<file path="config.mk">
export PLATFORM = sky130hd
export DESIGN_NAME = booth_controlpath_flat
export DESIGN_NICKNAME = d
export VERILOG_FILES = /design/src/rtl/booth_pkg.sv /design/src/rtl/booth_controlpath_if.sv /design/src/rtl/iter_counter.sv /design/src/rtl/booth_controlpath.sv /design/src/flat_wrapper.sv
export SDC_FILE = /design/constraint.sdc
export NUM_CORES = 1
export LEC_CHECK = 0
export BUFFER_PORTS_ARGS = -buffer_cell sky130_fd_sc_hd__buf_2
export CAP_MARGIN = 40
export CORE_MARGIN = 2
export CORE_UTILIZATION = 40
export CTS_CLUSTER_DIAMETER = 100
export DETAILED_ROUTE_END_ITERATION = 16
export PLACE_DENSITY = 0.75
export SLEW_MARGIN = 20
export SYNTH_ARGS = -nofsm -noshare
export SYNTH_HDL_FRONTEND = slang
export SYNTH_SLANG_ARGS = --single-unit
</file>
<file path="constraint.sdc">
create_clock -name CLOCK -period 1.4 [get_ports CLOCK]
set_input_delay 0.28 -clock CLOCK [delete_from_list [all_inputs] [get_ports CLOCK]]
set_output_delay 0.28 -clock CLOCK [all_outputs]
set_load 0.01 [all_outputs]
</file>
<file path="src/rtl/booth_pkg.sv">
// Shared types and helpers for the radix-4 Booth multiplier controller.
package booth_pkg;

  // Controller sequencing states.
  typedef enum logic [2:0] {
    IDLE,
    LOAD,
    EVAL,
    ADD1,
    ADD2,
    SHIFT,
    DONE
  } state_t;

  // ADDER operation codes driven on ACCU; 2'b11 is never issued.
  localparam logic [1:0] ACCU_PASS = 2'b00;
  localparam logic [1:0] ACCU_ADD  = 2'b01;
  localparam logic [1:0] ACCU_SUB  = 2'b10;

  // Operation selected by one radix-4 Booth window.
  typedef enum logic [2:0] {
    NONE,
    PM,
    P2M,
    MM,
    M2M
  } booth_op_t;

  // Map the {q(i+1), q(i), q(i-1)} window onto a Booth operation.
  function automatic booth_op_t booth_decode(input logic [2:0] control);
    booth_op_t op;
    case (control)
      3'b001, 3'b010: op = PM;
      3'b011:         op = P2M;
      3'b100:         op = M2M;
      3'b101, 3'b110: op = MM;
      default:        op = NONE;
    endcase
    return op;
  endfunction

  // Double-magnitude ops take two ADDER cycles.
  function automatic logic is_double(input booth_op_t op);
    return (op == P2M) || (op == M2M);
  endfunction

  // Negative ops subtract M from HI.
  function automatic logic is_sub(input booth_op_t op);
    return (op == MM) || (op == M2M);
  endfunction

endpackage

</file>
<file path="src/rtl/booth_controlpath_if.sv">
// Control bundle between the Booth controller and its DataPath.
interface booth_controlpath_if;

  logic       START;
  logic [2:0] control;
  logic [1:0] ACCU;
  logic       enableM;
  logic       enableLO;
  logic       CARGA_LO;
  logic       enableSHI;
  logic       CARGA_SHI;
  logic       enableX;
  logic       CARGA_X;
  logic       clearX;
  logic       clearSHI;
  logic       clearLO;
  logic       BUSY;
  logic       END;

  // Controller side: receives the request and Booth window, drives every DataPath control.
  modport master (
    input  START,
    input  control,
    output ACCU,
    output enableM,
    output enableLO,
    output CARGA_LO,
    output enableSHI,
    output CARGA_SHI,
    output enableX,
    output CARGA_X,
    output clearX,
    output clearSHI,
    output clearLO,
    output BUSY,
    output END
  );

  // DataPath / requester side.
  modport slave (
    output START,
    output control,
    input  ACCU,
    input  enableM,
    input  enableLO,
    input  CARGA_LO,
    input  enableSHI,
    input  CARGA_SHI,
    input  enableX,
    input  CARGA_X,
    input  clearX,
    input  clearSHI,
    input  clearLO,
    input  BUSY,
    input  END
  );

endinterface

</file>
<file path="src/rtl/iter_counter.sv">
// Iteration counter with synchronous clear, enable and terminal-count flag.
module iter_counter #(
  parameter int unsigned num_iter = 4
) (
  input  logic clk,
  input  logic rst,
  input  logic clear,
  input  logic enable,
  output logic last
);

  localparam int unsigned Width = (num_iter > 1) ? $clog2(num_iter) : 1;

  logic [Width-1:0] count_q, count_d;

  // Clear wins over enable; the controller never enables past the terminal count.
  always_comb begin
    count_d = count_q;
    if (clear) begin
      count_d = '0;
    end else if (enable) begin
      count_d = count_q + 1'b1;
    end
  end

  // Count register.
  always_ff @(posedge clk or posedge rst) begin
    if (rst) begin
      count_q <= '0;
    end else begin
      count_q <= count_d;
    end
  end

  assign last = (count_q == Width'(num_iter - 1));

endmodule

</file>
<file path="src/rtl/booth_controlpath.sv">
// Radix-4 Booth multiplier controller: loads operands, then for each of tamano/2
// iterations decodes the Booth window, issues 0..2 ADDER cycles and a 2-bit shift.
// tamano must be even and at least 4.
module booth_controlpath
  import booth_pkg::*;
#(
  parameter int unsigned tamano = 8
) (
  input logic                 CLOCK,
  input logic                 RESET,
  booth_controlpath_if.master bus
);

  localparam int unsigned Iters = tamano / 2;

  state_t    state_q, state_d;
  booth_op_t op_q, op_d;
  logic      cnt_clear;
  logic      cnt_enable;
  logic      cnt_last;

  // Counter is zeroed in LOAD and advanced on every non-final SHIFT.
  assign cnt_clear  = (state_q == LOAD);
  assign cnt_enable = (state_q == SHIFT) && !cnt_last;

  iter_counter #(
    .num_iter(Iters)
  ) u_iter_counter (
    .clk   (CLOCK),
    .rst   (RESET),
    .clear (cnt_clear),
    .enable(cnt_enable),
    .last  (cnt_last)
  );

  // State and latched Booth op.
  always_ff @(posedge CLOCK or posedge RESET) begin
    if (RESET) begin
      state_q <= IDLE;
      op_q    <= NONE;
    end else begin
      state_q <= state_d;
      op_q    <= op_d;
    end
  end

  // Next state; the op is captured only in EVAL so it stays stable through SHIFT.
  always_comb begin
    state_d = state_q;
    op_d    = op_q;
    unique case (state_q)
      IDLE: begin
        if (bus.START) begin
          state_d = LOAD;
        end
      end
      LOAD: begin
        state_d = EVAL;
      end
      EVAL: begin
        op_d    = booth_decode(bus.control);
        state_d = (op_d == NONE) ? SHIFT : ADD1;
      end
      ADD1: begin
        state_d = is_double(op_q) ? ADD2 : SHIFT;
      end
      ADD2: begin
        state_d = SHIFT;
      end
      SHIFT: begin
        state_d = cnt_last ? DONE : EVAL;
      end
      DONE: begin
        state_d = IDLE;
      end
      default: begin
        state_d = IDLE;
      end
    endcase
  end

  // Moore output decode from state and latched op.
  always_comb begin
    bus.ACCU      = ACCU_PASS;
    bus.enableM   = 1'b0;
    bus.enableLO  = 1'b0;
    bus.CARGA_LO  = 1'b0;
    bus.enableSHI = 1'b0;
    bus.CARGA_SHI = 1'b0;
    bus.enableX   = 1'b0;
    bus.CARGA_X   = 1'b0;
    bus.clearX    = 1'b0;
    bus.clearSHI  = 1'b0;
    bus.clearLO   = 1'b0;
    bus.BUSY      = (state_q != IDLE);
    bus.END       = 1'b0;
    unique case (state_q)
      LOAD: begin
        bus.enableM  = 1'b1;
        bus.enableLO = 1'b1;
        bus.CARGA_LO = 1'b1;
        bus.clearSHI = 1'b1;
        bus.clearX   = 1'b1;
      end
      // A +-2M op is two back-to-back +-M accumulations.
      ADD1, ADD2: begin
        bus.ACCU      = is_sub(op_q) ? ACCU_SUB : ACCU_ADD;
        bus.enableSHI = 1'b1;
        bus.CARGA_SHI = 1'b1;
      end
      SHIFT: begin
        bus.enableSHI = 1'b1;
        bus.enableLO  = 1'b1;
        bus.enableX   = 1'b1;
      end
      DONE: begin
        bus.END = 1'b1;
      end
      default: begin
      end
    endcase
  end

endmodule

</file>
<file path="src/flat_wrapper.sv">
// flat-port wrapper written by rule: the top's interface ports become plain ports
module booth_controlpath_flat import booth_pkg::*;
#(
  parameter int unsigned tamano = 8
)
  (CLOCK, RESET, bus_START, bus_control, bus_ACCU, bus_enableM, bus_enableLO, bus_CARGA_LO, bus_enableSHI, bus_CARGA_SHI, bus_enableX, bus_CARGA_X, bus_clearX, bus_clearSHI, bus_clearLO, bus_BUSY, bus_END);
  booth_controlpath_if bus_i ();
  input logic CLOCK;
  input logic RESET;
  input wire logic [$bits(bus_i.START)-1:0] bus_START;
  input wire logic [$bits(bus_i.control)-1:0] bus_control;
  output wire logic [$bits(bus_i.ACCU)-1:0] bus_ACCU;
  output wire logic [$bits(bus_i.enableM)-1:0] bus_enableM;
  output wire logic [$bits(bus_i.enableLO)-1:0] bus_enableLO;
  output wire logic [$bits(bus_i.CARGA_LO)-1:0] bus_CARGA_LO;
  output wire logic [$bits(bus_i.enableSHI)-1:0] bus_enableSHI;
  output wire logic [$bits(bus_i.CARGA_SHI)-1:0] bus_CARGA_SHI;
  output wire logic [$bits(bus_i.enableX)-1:0] bus_enableX;
  output wire logic [$bits(bus_i.CARGA_X)-1:0] bus_CARGA_X;
  output wire logic [$bits(bus_i.clearX)-1:0] bus_clearX;
  output wire logic [$bits(bus_i.clearSHI)-1:0] bus_clearSHI;
  output wire logic [$bits(bus_i.clearLO)-1:0] bus_clearLO;
  output wire logic [$bits(bus_i.BUSY)-1:0] bus_BUSY;
  output wire logic [$bits(bus_i.END)-1:0] bus_END;
  assign bus_i.START = bus_START;
  assign bus_i.control = bus_control;
  assign bus_ACCU = bus_i.ACCU;
  assign bus_enableM = bus_i.enableM;
  assign bus_enableLO = bus_i.enableLO;
  assign bus_CARGA_LO = bus_i.CARGA_LO;
  assign bus_enableSHI = bus_i.enableSHI;
  assign bus_CARGA_SHI = bus_i.CARGA_SHI;
  assign bus_enableX = bus_i.enableX;
  assign bus_CARGA_X = bus_i.CARGA_X;
  assign bus_clearX = bus_i.clearX;
  assign bus_clearSHI = bus_i.clearSHI;
  assign bus_clearLO = bus_i.clearLO;
  assign bus_BUSY = bus_i.BUSY;
  assign bus_END = bus_i.END;
  booth_controlpath #(.tamano(tamano)) u_core (.CLOCK(CLOCK), .RESET(RESET), .bus(bus_i));
endmodule
</file>
==> metrics.txt <==
# TYPE chip_impl_metric gauge
chip_impl_metric{name="syn_avg_cell_area",unit="µm²"} 8.38
chip_impl_metric{name="cts_max_level",unit=""} 1
chip_impl_info{name="worstHoldPathType",value="input pin to register"} 1
chip_impl_info{name="failed_checks",value="negative setup slack"} 1
chip_impl_metric{name="place.gp.congestion",unit=""} 0.751
chip_impl_metric{name="antenna_cells_inserted",unit=""} 0
chip_impl_metric{name="holdWs",unit="ps"} 315
chip_impl_metric{name="vias_in_the_first_global_route",unit=""} 456
chip_impl_info{name="cts-root-buf",value="clkbuf_4"} 1
chip_impl_metric{name="fp-row-count",unit=""} 13
chip_impl_metric{name="gr-total-overflow",unit=""} 0
chip_impl_metric{name="yosys_register_bits",unit=""} 8
chip_impl_metric{name="initial_utilization",unit=""} 0.432
chip_impl_metric{name="synth_xor_xnor_area_share",unit=""} 0.0312
chip_impl_metric{name="drt-total-wl",unit="mm"} 1.23
chip_impl_metric{name="p_per_area",unit="nW/µm²"} 2390
chip_impl_metric{name="slew_violations",unit=""} 0
chip_impl_metric{name="post_synth_fa_ha_maj_area_fraction",unit=""} 0.0223
chip_impl_metric{name="dp.final_hpwl",unit="µm"} 860
chip_impl_metric{name="wire_length_of_the_first_global_routing_pass",unit="mm"} 1.78
chip_impl_metric{name="cts.reportedPaths.clkPinSlew",unit="ps"} 50
chip_impl_metric{name="port_buffers",unit=""} 17
chip_impl_info{name="setup.worst_path.class",value="register to primary output"} 1
chip_impl_metric{name="period_minus_slack",unit="ps"} 1610
chip_impl_metric{name="synth_cells",unit=""} 67
chip_impl_metric{name="synth_cell_types",unit=""} 29
chip_impl_info{name="netlist.top_cell.by_area",value="dfrtp_1"} 1
chip_impl_metric{name="drt-vias-per-instance",unit=""} 4.91
chip_impl_metric{name="drc",unit=""} 0
chip_impl_metric{name="post_synth_mux_area_share",unit=""} 0
chip_impl_metric{name="antenna_found_initial",unit=""} 0
chip_impl_metric{name="leakage",unit="nW"} 0.426
chip_impl_metric{name="share_of_the_synthesized_area_in_compound_gates_ao_oa_aoi_oai",unit=""} 0.192
chip_impl_metric{name="min_setup_slack_post_route",unit="ps"} -207
chip_impl_metric{name="drt_iter0_drc",unit=""} 11
chip_impl_metric{name="worstPathMaxFanout",unit=""} 4
chip_impl_metric{name="die_outline_area",unit="µm²"} 1720
chip_impl_metric{name="async_flop_share",unit=""} 1.00
chip_impl_metric{name="number_of_flops_mapped_to_enable_cells_by_yosys",unit=""} 0
chip_impl_metric{name="synthesis.area",unit="µm²"} 562
chip_impl_metric{name="fin_worst_skew",unit="ps"} 2.52
chip_impl_metric{name="clock.fmax",unit="MHz"} 622
chip_impl_metric{name="die_h",unit="µm"} 41.5
chip_impl_metric{name="yosys_warn_count",unit=""} 0
chip_impl_metric{name="ir_drop",unit="mV"} 0.888
chip_impl_metric{name="dr_total_vias",unit=""} 525
chip_impl_metric{name="timing.final.crit_share",unit=""} 1.15
chip_impl_metric{name="synth-simple-area-share",unit=""} 0.245
chip_impl_metric{name="final_layout_size_suffix_gt1_frac",unit=""} 0.424
chip_impl_metric{name="crit_arrival",unit="ps"} 1330
chip_impl_info{name="postSynth.topFlopCell",value="dfrtp_1"} 1
chip_impl_metric{name="detailedRoute.firstPassIterationCount",unit=""} 4
chip_impl_info{name="outcome",value="finished with violations"} 1
chip_impl_metric{name="die_w",unit="µm"} 41.5
chip_impl_info{name="ranking_of_synthesized_cells_by_area",value="dfrtp_1 (36%), buf_4 (9.4%), inv_1 (4.0%), nor2_1 (4.0%), nand2_1 (3.3%)"} 1
chip_impl_metric{name="worst_ep_required_time",unit="ps"} 1120
chip_impl_metric{name="largest_net_degree_at_the_start_of_global_routing",unit=""} 9
chip_impl_info{name="cp-start-kind",value="register"} 1
chip_impl_info{name="grt_setup_unrepaired",value="yes"} 1
chip_impl_metric{name="floorplan.io_pins",unit=""} 20
chip_impl_metric{name="synth_seq_area_share",unit=""} 0.356
chip_impl_metric{name="clockBufferDepth",unit=""} 2
chip_impl_info{name="worst_setup_path_end_kind",value="primary output"} 1
chip_impl_metric{name="nets",unit=""} 101
chip_impl_metric{name="synth_largest_type_area_fraction",unit=""} 0.356
chip_impl_metric{name="hold_violations",unit=""} 0
chip_impl_metric{name="area.growth.synth_to_final",unit="%"} 43.2
chip_impl_metric{name="number_of_buffers_inserted_during_clock_tree_synthesis",unit=""} 3
chip_impl_metric{name="final_util",unit=""} 0.618
chip_impl_metric{name="tritoncts_num_sinks",unit=""} 8
chip_impl_info{name="combinational_family_with_the_most_area_after_synthesis",value="simple AND/OR/NAND/NOR gates"} 1
chip_impl_metric{name="antenna_left",unit=""} 0
chip_impl_metric{name="grt.total_usage",unit=""} 0.139
chip_impl_metric{name="timing.final.setup_violations",unit=""} 12
chip_impl_info{name="tritoncts",value="yes"} 1
chip_impl_metric{name="clkLatencyLatePin",unit="ps"} 260
chip_impl_metric{name="maxCapViolations",unit=""} 0
chip_impl_metric{name="route.detailed.wl_per_inst",unit="µm"} 11.5
chip_impl_metric{name="core_ar",unit="µm²"} 1300
[per-layer routing]
layer  vias to the layer above  share of wire  track usage
li1                        272              -            -
met4                         0          0.029        0.135
met5                         -              0            0
met1                       232           0.43        0.153
met2                        17           0.50        0.219
met3                         4          0.038       0.0261
[report_power, final]
group	leakage [nW]	switching [mW]	internal, mW
Clock	0.0138	0.0801	0.0982
Sequential	0.0995	0.0975	0.339
Combinational	0.313	0.606	0.698
[critical path, cell delays in order (launching register included)]
cell and delay, ps:
dfrtp_1 410, and3b_1 220, a21oi_2 150, o21ba_1 160
buf_2 130
[placed cells by master (no fill, tap or decap)]
| cell type | n |
|---|---|
| o21ba_1 | 1 |
| nor2_4 | 2 |
| clkbuf_4 | 3 |
| o311a_1 | 1 |
| a32o_1 | 1 |
| ha_1 | 1 |
| a21oi_2 | 1 |
| buf_4 | 8 |
| o211ai_1 | 1 |
| inv_1 | 5 |
| a311oi_1 | 1 |
| buf_6 | 8 |
| a21o_1 | 2 |
| or2_1 | 1 |
| dfrtp_1 | 8 |
| nand3_1 | 3 |
| inv_4 | 2 |
| a22o_1 | 1 |
| nand2_1 | 5 |
| xnor2_1 | 2 |
| nor2_1 | 4 |
| and2_4 | 1 |
| a21oi_1 | 2 |
| buf_2 | 11 |
| and3_1 | 1 |
| nor3b_4 | 1 |
| or3_1 | 2 |
| o21ai_1 | 3 |
| dlygate4sd3_1 | 1 |
| and3b_1 | 1 |
| nand3b_1 | 1 |
| o21a_1 | 1 |
| nand2b_4 | 1 |
| nor3_1 | 2 |
| inv_2 | 1 |
| conb_1 | 2 |
[cell families after synthesis]
group                    Yosys count
XOR/XNOR                           2
AO/OA/AOI/OAI                     15
flip-flops                         8
other                              1
buffers and inverters             15
adder cells (fa/ha/maj)            1
AND/OR/NAND/NOR                   25
[stage by stage]
stage / instance area, µm² / setup WS [ps] / power, mW / TNS, ps / std cells
2_1_floorplan: 566 / 39.7 / 1.11 / 0 / 68
3_3_place_gp: 647 / 46.3 / 1.31 / 0 / 97
3_5_place_dp: 647 / 2.52 / 1.34 / 0 / 97
4_1_cts: 693 / -202 / 1.56 / -1260 / 102
5_1_grt: 805 / -267 / 2.05 / -2120 / 107
6_report: 805 / -207 / 1.92 / -1570 / 107
[final timing paths]
check | startpoint | end | slack, ps | cells after the start
hold / removal | bus_control[2] | u_core.op_q[2]$_DFFE_PP0P_ | 310 | 3
setup reg to reg | u_core.state_q[0]$_DFFE_PP0P_ | u_core.op_q[0]$_DFFE_PP0P_ | 60 | 6
hold reg to reg | u_core.u_iter_counter.count_q[1]$_DFFE_PP0P_ | u_core.u_iter_counter.count_q[1]$_DFFE_PP0P_ | 530 | 1
setup / recovery | u_core.state_q[0]$_DFFE_PP0P_ | bus_ACCU[1] | -210 | 4
max in group asynchronous | RESET | u_core.state_q[0]$_DFFE_PP0P_ | 660 | 3
min in group asynchronous | RESET | u_core.u_iter_counter.count_q[1]$_DFFE_PP0P_ | 510 | 3
[flip-flops by register name (all words and copies together) (netlist names)]
name	cells
u_core.op_q	3
u_core.state_q	3
u_core.u_iter_counter.count_q	2
[final cells by class]
cell class                 count  area [µm²]
fill                         118         497
clock buffer                   3        22.5
timing repair buffer          28         215
tap                           15        18.8
sequential                     8         200
multi-input combinational     45         313
inverter                       8        35.0
[Yosys cell counts (2+ instances only)]
| cell | count |
|---|---|
| nor3_1 | 2 |
| a21oi_1 | 3 |
| dfrtp_1 | 8 |
| a21o_1 | 2 |
| inv_1 | 6 |
| xnor2_1 | 2 |
| nand2_1 | 5 |
| or3_1 | 2 |
| inv_2 | 2 |
| o21ai_1 | 3 |
| nand3_1 | 3 |
| nor2_1 | 6 |
| buf_4 | 7 |
[repair_timing]
action	4_1_cts	5_1_grt
pin swaps	0	1
resized for setup	2	16
setup endpoints to repair	11	12
endpoints found under the hold margin	8	0
hold buffers	1	0
setup buffers	1	5
Note: power is estimated with default switching activity, not from simulation.
